$ cat src/rtl/fetch_unit.sv
// Instruction fetch: one outstanding memory request, result held in id_* until decode takes it.
// Latency: one cycle after inst_data_ok; id_stall holds id_*; redirect squashes in-flight and presented fetches.
module fetch_unit #(
    parameter logic [31:0] NOP_INST = 32'h0000_0000
) (
    input  logic        clk,
    input  logic        rst,
    input  logic [31:0] pc,
    output logic        pc_en,
    input  logic        redirect,
    output logic        inst_req,
    output logic [31:0] inst_addr,
    input  logic        inst_addr_ok,
    input  logic        inst_data_ok,
    input  logic [31:0] inst_rdata,
    input  logic        id_stall,
    output logic        id_valid,
    output logic [31:0] id_inst,
    output logic [31:0] id_pc,
    output logic        id_exc
);

    typedef enum logic [1:0] {IDLE, REQ, WAIT, DONE} state_t;

    state_t      state, state_nxt;
    logic        discard, discard_nxt;
    logic [31:0] req_pc;
    logic        aligned;
    logic        cap_data, cap_exc, clr_valid, ld_req_pc;

    assign aligned   = (pc[1:0] == 2'b00);
    assign inst_addr = pc;
    assign pc_en     = !rst && (redirect || (inst_req && inst_addr_ok));

    always_ff @(posedge clk or posedge rst) begin
        if (rst) begin
            state   <= IDLE;
            discard <= 1'b0;
        end else begin
            state   <= state_nxt;
            discard <= discard_nxt;
        end
    end

    always_comb begin
        state_nxt   = state;
        discard_nxt = discard;
        inst_req    = 1'b0;
        cap_data    = 1'b0;
        cap_exc     = 1'b0;
        clr_valid   = 1'b0;
        ld_req_pc   = 1'b0;
        case (state)
            IDLE: state_nxt = REQ;
            REQ: begin
                if (!redirect) begin
                    if (aligned) begin
                        inst_req = 1'b1;
                        if (inst_addr_ok) begin
                            ld_req_pc = 1'b1;
                            state_nxt = WAIT;
                        end
                    end else begin
                        cap_exc   = 1'b1;
                        state_nxt = DONE;
                    end
                end
            end
            WAIT: begin
                // A redirect landing on the response cycle kills it directly; earlier ones arm discard.
                if (inst_data_ok) begin
                    discard_nxt = 1'b0;
                    cap_data    = !redirect && !discard;
                    state_nxt   = (redirect || discard) ? REQ : DONE;
                end else if (redirect) begin
                    discard_nxt = 1'b1;
                end
            end
            DONE: begin
                if (redirect || !id_stall) begin
                    clr_valid = 1'b1;
                    state_nxt = REQ;
                end
            end
            default: state_nxt = IDLE;
        endcase
        if (redirect) clr_valid = 1'b1;
        if (rst) inst_req = 1'b0;
    end

    always_ff @(posedge clk or posedge rst) begin
        if (rst) begin
            id_valid <= 1'b0;
            id_exc   <= 1'b0;
            id_inst  <= NOP_INST;
            id_pc    <= 32'h0;
            req_pc   <= 32'h0;
        end else begin
            if (ld_req_pc) req_pc <= pc;
            if (cap_data) begin
                id_valid <= 1'b1;
                id_inst  <= inst_rdata;
                id_pc    <= req_pc;
                id_exc   <= 1'b0;
            end else if (cap_exc) begin
                id_valid <= 1'b1;
                id_exc   <= 1'b1;
                id_pc    <= pc;
                id_inst  <= NOP_INST;
            end else if (clr_valid) begin
                id_valid <= 1'b0;
            end
        end
    end

endmodule

$ cat config.mk
export PLATFORM = sky130hd
export DESIGN_NAME = fetch_unit
export DESIGN_NICKNAME = d
export VERILOG_FILES = /design/src/rtl/fetch_unit.sv
export SDC_FILE = /design/constraint.sdc
export NUM_CORES = 1
export LEC_CHECK = 0
export CAP_MARGIN = 10
export CORE_ASPECT_RATIO = 0.9
export CORE_MARGIN = 4
export CORE_UTILIZATION = 40
export DETAILED_ROUTE_END_ITERATION = 6
export GPL_ROUTABILITY_DRIVEN = 1
export PLACE_DENSITY = 0.76
export SYNTH_ARGS = -nofsm -noshare
export SYNTH_HDL_FRONTEND = slang
export SYNTH_SLANG_ARGS = --single-unit
$ cat constraint.sdc
create_clock -name clk -period 2.7 [get_ports clk]
set_input_delay 0.27 -clock clk [delete_from_list [all_inputs] [get_ports clk]]
set_output_delay 0.27 -clock clk [all_outputs]
set_load 0.02 [all_outputs]
======== After elaboration in Yosys (flattened, before gate mapping) ========
Cells that the tools add are included.
storage, ports and cells
  flip-flop bits (word level) ............. 101
  bits in latches ......................... 0
  memory bits (writable) .................. 0
  ROM bits ................................ 0
  input port bits ......................... 70
  output and inout bits ................... 100
  logic and storage cells ................. 65
  memories ................................ 0
cells by class
  $add $sub $neg .......................... 0
  multipliers ............................. 0
  divide/modulo/power cells ............... 0
  order comparisons ....................... 0
  eq/ne operators ......................... 7
  shift-type cells ........................ 0
  muxes and demuxes ....................... 34
  bitwise gates (word level) .............. 0
  reductions and logical operators ........ 17
operator list
  kind                count
  $mux 32             4
  $mux 1              23
  $mux 2              6
  $pmux 2 s4          1
  $ne 2x2->1 const B  3
  $eq 2x2->1 const B  2
  $logic_not 1->1     4
  $logic_not 2->1     2
  $reduce_and 4->1    1
  $reduce_bool 2->1   2
  $logic_and 1x1->1   3
  $logic_or 1x1->1    3
  $ne 3x3->1 const B  1
  $reduce_bool 3->1   1
  $eq 2x1->1 const B  1
  $reduce_and 2->1    1

======== Depth between registers and ports, before layout ========
  word-level depth ........................ 8
  depth in mapped cells ................... 7
  mapped depth without buffers ............ 5

======== Worst setup path before layout ========
OpenSTA, ideal clock, no wires.
  kind .................................... reg2out
  start point ............................. register state[1]
  end point ............................... output pc_en
  arrival time ............................ 1.585 ns
  data required time ...................... 2.430 ns
  slack ................................... 0.845 ns
  stages on the path, launching flop included .. 8
  buffers on the path ..................... 2
  cells stage by stage .................... dfrtp_1 > inv_1 > ha_1 > nor2b_1 > buf_4 > nand3_4 > buf_2 > a21oi_1
between the ends
  cells in the longest elaborated chain, start to end .. 6
RTL lines
  element                 RTL line  RTL
  start, declared         25        state_t state, state_nxt;
  start signal, assigned  40        state <= state_nxt;
  $eq 2x1->1              53        case (state)
  $mux 1                  53
  $mux 1                  88        if (rst) inst_req = 1'b0;
  $logic_and 1x1->1       33        assign pc_en = !rst && (redirect || (inst_req && inst_addr_ok));
  $logic_or 1x1->1        33
  $logic_and 1x1->1       33
  end, declared           9         output logic pc_en,
Every way passes these cells.

======== Worst setup path in the final report ========
Ends and elaborated chain as after synthesis.

==> impl_metrics.py <==
metrics = {
    "run_status": {
        "status": "complete, no violations",
    },
    "place": {
        "place_hpwl_mm": 8.03,
        "dp_cells": 643,
        "place_congestion": 0.757,
        "placement.io_buffers": 169,
        "dpl-instance-area_sq_mm": 0.00606,
    },
    "worst_setup_path": {
        "critPathKind": "register to primary output",
        "end_kind": "primary output",
        "crit_arrival_ns": 2.19,
        "crit_required_ns": 2.43,
        "crit_chain": "inv_1 -> ha_1 -> nor2b_4 -> nand3_4 -> a21oi_1 -> clkdlybuf4s50_1",
        "critPathLaunchType": "register",
        "slowest_stage": "clkdlybuf4s50_1",
        "crit_path_max_incr_delay_ns": 0.63,
        "crit_fanout": 5,
    },
    "logic_synthesis": {
        "synth_seq_area_share": 0.570,
        "synth.largest_area_cell": "dfrtp_1",
        "synth_ff_type": "dfrtp_1",
        "yosysMostFrequentCell": "dfrtp_1",
        "postSynthAreaPerCell_sq_um": 11.3,
        "synth_top_cell_area_share": 0.570,
        "synth_warnings": 0,
        "syn_area_sq_mm": 0.00443,
        "synthesis.instances": 393,
        "synth_cell_types": 35,
        "synth_common_cells": "dfrtp_1 (101), nor2_1 (34), buf_4 (33)",
        "ys_ff_latch": 101,
        "synth_fp_nets": 466,
        "synth-edff-count": 0,
        "netlist_top_cells_area": "dfrtp_1 (57%), mux2_1 (6.9%), a22o_1 (6.3%), buf_4 (5.6%), a31oi_1 (4.5%)",
        "async_reset_ff_frac": 1.00,
    },
    "timing": {
        "slew_viol_final": 0,
        "finalCriticalPeriod_ns": 2.46,
        "timing.slew.headroom": 0.602,
        "hold_viol": 0,
        "fmax_mhz": 406,
        "fin_crit_sh": 0.912,
        "rsz0062_at_grt": "no",
        "finalSetupViolations": 0,
        "finClkSkew_ns": 0.00750,
        "worst_pin_slew_ns": 0.596,
        "tns_ns": 0,
    },
    "final_layout": {
        "final_util": 0.588,
        "drive_above_1_share": 0.0741,
        "final_area_sq_mm": 0.00635,
        "diodes": 0,
        "area_growth_pct": 43.4,
        "fillers": 917,
        "regArea_sq_mm": 0.00253,
        "final_nets": 594,
        "multi_input_area_sq_mm": 0.00154,
        "fin_cells": 659,
    },
    "pwr": {
        "p_leak_nw": 2.72,
        "power_density_mw_per_mm2": 945,
        "ir_worst_vdd_mv": 0.470,
    },
    "cts": {
        "cts_setup_buffers": 0,
        "postCtsHoldBufs": 0,
        "clkTransAtPathRegs_ns": 0.07,
        "cts.path.max_buffers": 2,
        "numCtsBuffers": 9,
        "htreeDepth": 3,
        "cts_root_buf": "clkbuf_16",
        "clock-sinks": 101,
        "clkLatencyLatePin_ns": 0.34,
        "post_cts_resized": 0,
        "cts_tree": "built",
    },
    "job": {
        "max-cap-violations": 0,
    },
    "die": {
        "fp-row-count": 36,
        "dieArea_sq_mm": 0.0128,
        "fp.dieH_um": 108,
        "boundaryPins": 170,
        "die_x_um": 119,
        "initial_core_util": 0.410,
        "coreArea_sq_mm": 0.0108,
    },
    "grt": {
        "grt_pass1_vias": 3670,
        "grt_start_max_net_pins": 102,
        "grtUsageTotal": 0.180,
        "grt_pass1_wl_mm": 18.7,
        "grt-ovfl-total": 0,
        "antenna_found_initial": 0,
    },
    "route": {
        "drc_errors": 0,
        "vias_per_cell": 5.46,
        "drt-initial-drc-count": 288,
        "drtAntennaViolNets": 0,
        "num_vias": 3598,
        "drt_pre_antenna_iters": 4,
        "drt_wl_total_mm": 11.8,
        "wl_per_cell_um": 17.9,
    },
    "worst_hold_path": {
        "hold_class": "register to register",
    },
}
## layout by cell type, fill, tap and decap left out, drive strengths merged, types with 2 or more instances in the layout
| cell type | n |
|---|---|
| mux2 | 31 |
| and2 | 2 |
| a31oi | 32 |
| ha | 3 |
| nand2b | 2 |
| a22o | 32 |
| o21ai | 32 |
| nand3 | 31 |
| buf | 11 |
| nand2 | 4 |
| clkdlybuf4s50 | 169 |
| inv | 8 |
| clkbuf | 10 |
| nor2 | 35 |
| clkinvlp | 3 |
| a21oi | 6 |
| dfrtp | 101 |
## state kept, by name, summed over array words and instances (netlist names)
name      cells
id_exc        1
id_inst      32
discard       1
state         2
id_valid      1
req_pc       32
id_pc        32
## layout make-up
cell class	instances	share of cell area
Clock buffer	10	0.0376
Clock inverter	6	0.00827
Inverter	6	0.00414
Multi-Input combinational cell	223	0.243
Sequential cell	101	0.398
Tap cell	133	0.0262
Timing Repair Buffer	180	0.283
## per-layer routing
metal	global-route usage	share of wire	vias up
li1	-	-	1638
met1	0.237	0.42	1788
met2	0.291	0.48	158
met3	0.0494	0.079	14
met4	0.0554	0.013	0
met5	0	0	-
## critical path, delay by kind of cell (launching register included)
kind / cells / cell delay [ns]
buf+inv: 2 / 0.70
flops: 1 / 0.41
simple gates: 2 / 0.32
fa+ha+maj: 1 / 0.26
compound gates: 1 / 0.18
## cells by family after synthesis
family                     count (synthesis)  share of synthesized area
DFF                                      101                      0.570
adders and majority gates                  3                    0.00847
muxes                                     31                     0.0788
and+or+nand+nor                           84                     0.0946
AOI/OAI and AO/OA                        105                      0.158
buffers and inverters                     69                     0.0901
## path summary, 6_finish.rpt
| check | start | slack [ns] | cells after the start | end |
|---|---|---|---|---|
| worst max-delay path | state[1] | 0.24 | 6 | pc_en |
| worst min-delay path | req_pc[0] | 0.50 | 1 | req_pc[0] |
| worst max register to register | state[1] | 0.66 | 7 | id_inst[12] |
| worst min register to register | req_pc[0] | 0.50 | 1 | req_pc[0] |
| max in group asynchronous | rst | 1.80 | 3 | id_pc[26] |
| min in group asynchronous | rst | 0.53 | 3 | id_inst[8] |
## stage by stage
stage	power, mW	hold slack, ns	setup slack [ns]
3_5_place_dp	4.80	0.476	0.366
2_1_floorplan	3.67	0.360	0.845
5_1_grt	6.35	0.514	0.140
4_1_cts	6.07	0.499	0.233
6_report	6.00	0.497	0.238
3_3_place_gp	4.69	0.473	0.452
## report_power, final
group | internal [mW] | total (mW) | switching (mW)
clock network | 0.665 | 1.25 | 0.586
logic | 1.16 | 2.35 | 1.18
registers | 2.09 | 2.41 | 0.319
total | 3.91 | 6.00 | 2.09
(Power assumes the default switching activity.)
